==> config.mk <==
export PLATFORM = sky130hd
export DESIGN_NAME = dice_display_scan
export DESIGN_NICKNAME = d
export VERILOG_FILES = /design/src/rtl/dice_disp_pkg.sv /design/src/rtl/seg7_decode.sv /design/src/rtl/dice_display_scan.sv
export SDC_FILE = /design/constraint.sdc
export NUM_CORES = 1
export LEC_CHECK = 0
export BUFFER_PORTS_ARGS = -buffer_cell sky130_fd_sc_hd__buf_2
export CORE_MARGIN = 2
export CORE_UTILIZATION = 35
export DETAILED_ROUTE_END_ITERATION = 6
export GPL_ROUTABILITY_DRIVEN = 0
export GPL_TIMING_DRIVEN = 0
export MAX_ROUTING_LAYER = met4
export SETUP_SLACK_MARGIN = 0.15
export SYNTH_ARGS = -nofsm -noshare
export SYNTH_HDL_FRONTEND = slang
export SYNTH_SLANG_ARGS = --single-unit
==> constraint.sdc <==
create_clock -name clk -period 3.4 [get_ports clk]
set_input_delay 0.34 -clock clk [delete_from_list [all_inputs] [get_ports clk]]
set_output_delay 0.34 -clock clk [all_outputs]
set_load 0.005 [all_outputs]
==> src/rtl/dice_disp_pkg.sv <==
// Shared definitions for the dice display scanner.
// Holds the scan state encoding, the active-high 7-segment patterns
// ({dp,g,f,e,d,c,b,a}) and the digit code that means "show nothing".
package dice_disp_pkg;

    typedef enum logic [1:0] {
        BLANK_A = 2'd0,
        TENS    = 2'd1,
        BLANK_B = 2'd2,
        UNITS   = 2'd3
    } scan_state_t;

    localparam logic [7:0] SEG_0    = 8'h3F;
    localparam logic [7:0] SEG_1    = 8'h06;
    localparam logic [7:0] SEG_2    = 8'h5B;
    localparam logic [7:0] SEG_3    = 8'h4F;
    localparam logic [7:0] SEG_4    = 8'h66;
    localparam logic [7:0] SEG_5    = 8'h6D;
    localparam logic [7:0] SEG_6    = 8'h7D;
    localparam logic [7:0] SEG_7    = 8'h07;
    localparam logic [7:0] SEG_8    = 8'h7F;
    localparam logic [7:0] SEG_9    = 8'h6F;
    localparam logic [7:0] SEG_DASH = 8'h40;
    localparam logic [7:0] SEG_OFF  = 8'h00;

    localparam logic [3:0] DIGIT_BLANK = 4'd15;

endpackage

==> src/rtl/seg7_decode.sv <==
// Combinational digit-code to 7-segment decoder.
// Ports:
//   code    - 4-bit digit code: 0-9 numeric, 10-14 dash, 15 blank
//   pattern - active-high segment pattern {dp,g,f,e,d,c,b,a}; dp always 0
module seg7_decode
    import dice_disp_pkg::*;
(
    input  logic [3:0] code,
    output logic [7:0] pattern
);

    always_comb begin
        pattern = SEG_OFF;
        case (code)
            4'd0:  pattern = SEG_0;
            4'd1:  pattern = SEG_1;
            4'd2:  pattern = SEG_2;
            4'd3:  pattern = SEG_3;
            4'd4:  pattern = SEG_4;
            4'd5:  pattern = SEG_5;
            4'd6:  pattern = SEG_6;
            4'd7:  pattern = SEG_7;
            4'd8:  pattern = SEG_8;
            4'd9:  pattern = SEG_9;
            4'd10, 4'd11, 4'd12, 4'd13, 4'd14: pattern = SEG_DASH;
            default: pattern = SEG_OFF;
        endcase
    end

endmodule

==> src/rtl/dice_display_scan.sv <==
// Two-digit multiplexed 7-segment scan controller.
// Time-shares one segment bus between the tens and units commons with
// dead-time slots in between, latching the digit values once per frame.
// Ports:
//   clk, rst_n   - clock, asynchronous active-low reset
//   ena          - enable; low parks the scanner in BLANK_A with outputs off
//   digit1       - units digit code
//   digit10      - tens digit code
//   lz_blank     - blank the tens digit when it is 0
//   seg_pol      - segment lit level (1 = active high)
//   com_pol      - common active level (1 = active high)
//   seg_out      - segment bus {dp,g,f,e,d,c,b,a}, polarity applied
//   com1, com10  - units / tens commons
//   com_oe       - output enables for {com10,com1}
//   frame_start  - one-cycle pulse marking the shadow-digit load
module dice_display_scan
    import dice_disp_pkg::*;
#(
    parameter logic [7:0] SCAN_DIV     = 8'd250,
    parameter logic [3:0] BLANK_CYCLES = 4'd4
) (
    input  logic       clk,
    input  logic       rst_n,
    input  logic       ena,
    input  logic [3:0] digit1,
    input  logic [3:0] digit10,
    input  logic       lz_blank,
    input  logic       seg_pol,
    input  logic       com_pol,
    output logic [7:0] seg_out,
    output logic       com1,
    output logic       com10,
    output logic [1:0] com_oe,
    output logic       frame_start
);

    scan_state_t state;
    logic [7:0]  cnt;
    logic [3:0]  shadow1;
    logic [3:0]  shadow10;

    logic [7:0]  cnt_last;
    logic [3:0]  slot_code;
    logic [7:0]  slot_pattern;
    logic [7:0]  lit_pattern;
    logic [7:0]  unlit;
    logic        tens_blank;
    logic        load;

    // Slot lengths: digit slots use SCAN_DIV, dead-time slots BLANK_CYCLES.
    always_comb begin
        cnt_last = {4'd0, BLANK_CYCLES} - 8'd1;
        if (state == TENS || state == UNITS) begin
            cnt_last = SCAN_DIV - 8'd1;
        end
    end

    // Single decoder shared between the two digit slots.
    assign slot_code = (state == TENS) ? shadow10 : shadow1;

    seg7_decode u_decode (
        .code    (slot_code),
        .pattern (slot_pattern)
    );

    assign lit_pattern = seg_pol ? slot_pattern : ~slot_pattern;
    assign unlit       = {8{~seg_pol}};
    assign tens_blank  = lz_blank && (shadow10 == 4'd0);
    assign load        = (state == BLANK_A) && (cnt == 8'd0);

    always_ff @(posedge clk or negedge rst_n) begin
        if (!rst_n) begin
            state       <= BLANK_A;
            cnt         <= '0;
            shadow1     <= DIGIT_BLANK;
            shadow10    <= DIGIT_BLANK;
            seg_out     <= '0;
            com1        <= 1'b0;
            com10       <= 1'b0;
            com_oe      <= '0;
            frame_start <= 1'b0;
        end else if (!ena) begin
            // Parking at BLANK_A/cnt 0 makes re-enable restart with a load.
            state       <= BLANK_A;
            cnt         <= '0;
            seg_out     <= unlit;
            com1        <= ~com_pol;
            com10       <= ~com_pol;
            com_oe      <= '0;
            frame_start <= 1'b0;
        end else begin
            com_oe      <= '1;
            frame_start <= load;
            if (load) begin
                shadow1  <= digit1;
                shadow10 <= digit10;
            end

            if (cnt == cnt_last) begin
                cnt <= '0;
                case (state)
                    BLANK_A: state <= TENS;
                    TENS:    state <= BLANK_B;
                    BLANK_B: state <= UNITS;
                    default: state <= BLANK_A;
                endcase
            end else begin
                cnt <= cnt + 8'd1;
            end

            // Outputs follow the current slot; only one common can be
            // driven active because each branch activates at most one.
            case (state)
                TENS: begin
                    com10   <= com_pol;
                    com1    <= ~com_pol;
                    seg_out <= tens_blank ? unlit : lit_pattern;
                end
                UNITS: begin
                    com10   <= ~com_pol;
                    com1    <= com_pol;
                    seg_out <= lit_pattern;
                end
                default: begin
                    com10   <= ~com_pol;
                    com1    <= ~com_pol;
                    seg_out <= unlit;
                end
            endcase
        end
    end

endmodule

==> flow_metrics.env <==
export IMPL_cts_root_buf="clkbuf_8"
export IMPL_final_nets=224
export IMPL_worst_ep_required_time_ns=3.52
export IMPL_path_delay_family="multiplexers"
export IMPL_die_x_um=73.6
export IMPL_min_period_over_period=0.781
export IMPL_postRouteAntennaNets=0
export IMPL_crit_buf_inv=3
export IMPL_initial_utilization=0.362
export IMPL_grt_ovfl_total=0
export IMPL_p_clk_frac=0.259
export IMPL_coreArea_sq_um=4690
export IMPL_startpoint_type="register"
export IMPL_cts_buffer_depth=2
export IMPL_antenna_found_initial=0
export IMPL_peakVddDrop_mv=0.166
export IMPL_hpwl_mm=2.28
export IMPL_cts_tree="built"
export IMPL_power_leakage_nw=0.839
export IMPL_switching_power_uw=306
export IMPL_nFillCells=468
export IMPL_mostFrequentLayoutCells="buf_2 (27), dfrtp_1 (22), nand2_1 (18)"
export IMPL_drt_wl_total_mm=3.08
export IMPL_p_comb_frac=0.281
export IMPL_grt_pass1_vias=1198
export IMPL_vias=1245
export IMPL_async_flop_share=1.00
export IMPL_cp_cell_sequence="inv_1, ha_1, buf_6, buf_2, mux2_2, ha_1, a21oi_1, o31ai_1, mux2i_1, o211ai_1"
export IMPL_grt_util_all_layers=0.133
export IMPL_rsz0062_at_grt="no"
export IMPL_critPathSlowestCell="dfrtp_1"
export IMPL_cp_data_arrival_time_ns=2.78
export IMPL_fin_skew_ns=0.00420
export IMPL_drive_gt1_frac=0.279
export IMPL_fin_ws_ns=0.745
export IMPL_worst_path_most_repeated_cell="ha_1"
export IMPL_yosysTopAreaCell="dfrtp_1"
export IMPL_wl_per_cell_um=12.1
export IMPL_ios=27
export IMPL_finalSetupViolCount=0
export IMPL_hold_class="input pin to asynchronous set/reset pin"
export IMPL_synth_edf_count=0
export IMPL_ctsHtreeMaxLevel=2
export IMPL_io_buffers=25
export IMPL_n_antenna_cell=0
export IMPL_post_cts_buffers=0
export IMPL_status="finished clean"
export IMPL_drv_slew=0
export IMPL_cp_end_kind="register"
export IMPL_drv_cap=0
export IMPL_dieArea_sq_um=5420
export IMPL_drc=0
export IMPL_ys_ff_latch=30
export IMPL_postLayoutCoreUtil=0.420
export IMPL_drt_first_pass_iters=4
export IMPL_netlist_area_sq_um=1700
export IMPL_cts_clk_slew_worst_paths_ns=0.06
export IMPL_synth_flop_cell="dfrtp_1"
export IMPL_syn_area_per_cell_sq_um=10.1
export IMPL_fmax_ghz=0.377
export IMPL_pre_cts_ws_ns=0.815
export IMPL_final_common_cell="buf_2"
export IMPL_ys_seq_area_frac=0.448
export IMPL_hold_viol=0
export IMPL_finalPower_mw=1.01
export IMPL_synth_net_count=192
export IMPL_synth_area_leaders="dfrtp_1 (32%), dfstp_2 (12%), ha_1 (7.4%), mux2_2 (7.3%), nand2_1 (4.0%)"
export IMPL_grt_pass1_wl_mm=5.43
export IMPL_holdWs_ns=0.0990
export IMPL_maxSlewHeadroom=0.565
export IMPL_syn2layout_area_growth_pct=16.1
export IMPL_crit_fanout=10
export IMPL_seq_power_share=0.460
export IMPL_worstMarginPinSlew_ns=0.653
export IMPL_cts_resized_gates=0
export IMPL_cts_sinks=30
export IMPL_p_int_uw=700
export IMPL_via_per_inst=4.88
export IMPL_max_stage_delay_ns=0.41
export IMPL_clk_latency_ns=0.27
export IMPL_path_class="register to register"
export IMPL_fin_setup_tns_ns=0
export IMPL_synth_warnings=0
export IMPL_grt_max_degree=31
export IMPL_num_rows=25
export IMPL_p_per_area_nw_per_um2=511
export IMPL_postCtsHoldBufs=0
export IMPL_cts_buffers_inserted=5
export IMPL_die_h_um=73.6
export IMPL_syn_inst=168
export IMPL_switching_share=0.304
export IMPL_fin_crit_ns=2.65
export IMPL_first_iter_violations=87
export IMPL_yosysUniqueCellTypes=39
export IMPL_yosysTopAreaCellShare=0.324
==> cell type report <==
type                            count  area [sq um]  area share
Buffer                              6          36.3      0.0184
Clock buffer                        8          80.1      0.0407
Inverter                           11          41.3      0.0210
Multi-Input combinational cell    121           858       0.436
Sequential cell                    30           761       0.386
Tap cell                           54          67.6      0.0343
Timing Repair Buffer               25           125      0.0635
==> synth_stat cells (5+ instances only) <==
cell type,count
mux2_2,11
dfrtp_1,22
ha_1,10
dfstp_2,8
xnor2_1,5
inv_1,11
nor2_1,14
nand2_1,18
o21ai_0,5
nand3_1,5
==> stage by stage <==
| stage | cell area, sq um | cells |
|---|---|---|
| floorplan | 1700 | 168 |
| global placement | 1890 | 247 |
| detailed placement | 1890 | 247 |
| CTS | 1970 | 255 |
| global route | 1970 | 255 |
| finish | 1970 | 255 |
==> cell families after synthesis <==
kind of cell	count (synthesis)	share of synthesized area
compound gates	27	0.111
fa+ha+maj	10	0.0737
mux	16	0.105
simple gates	59	0.169
xor+xnor	9	0.0465
buf+inv	17	0.0457
flops	30	0.448
==> power groups by stage <==
stage	clock network [mW]	logic [mW]	registers [mW]
finish	0.260	0.283	0.463
global route	0.289	0.322	0.472
CTS	0.274	0.283	0.464
detailed placement	0	0.281	0.470
global placement	0	0.277	0.468
floorplan	0	0.206	0.462
==> worst register-to-register path: cells and delay by family, from the launching register on <==
kind	cells	cell delay [ns]
flip-flops	1	0.41
buffers and inverters	3	0.46
multiplexers	2	0.64
adder cells (fa/ha/maj)	2	0.47
AO/OA/AOI/OAI	3	0.55
==> registers in the layout, summed over array words and instances, names as in the netlist <==
signal	cells
com1	1
shadow10	4
seg_out	8
com10	1
frame_start	1
shadow1	4
cnt	8
com_oe	1
state	2
==> final timing paths <==
path | from | slack (ns) | cells after the start | to
min | rst_n | 0.1 | 1 | seg_out[6]
max in group asynchronous | rst_n | 2.88 | 1 | frame_start
min reg2reg | cnt[0] | 0.48 | 1 | cnt[0]
min in group clk | com_pol | 0.28 | 2 | com10
max reg2reg | state[1] | 0.75 | 10 | seg_out[1]
max | state[1] | 0.75 | 10 | seg_out[1]
==> layer usage <==
metal	GRT usage	vias to the layer above	routed length, um
li1	-	644	-
met4	0.0545	0	28
met5	-	-	0
met1	0.179	567	1620
met2	0.196	32	1320
met3	0.0261	2	124
No activity file was read; power rests on OpenSTA's default activity.
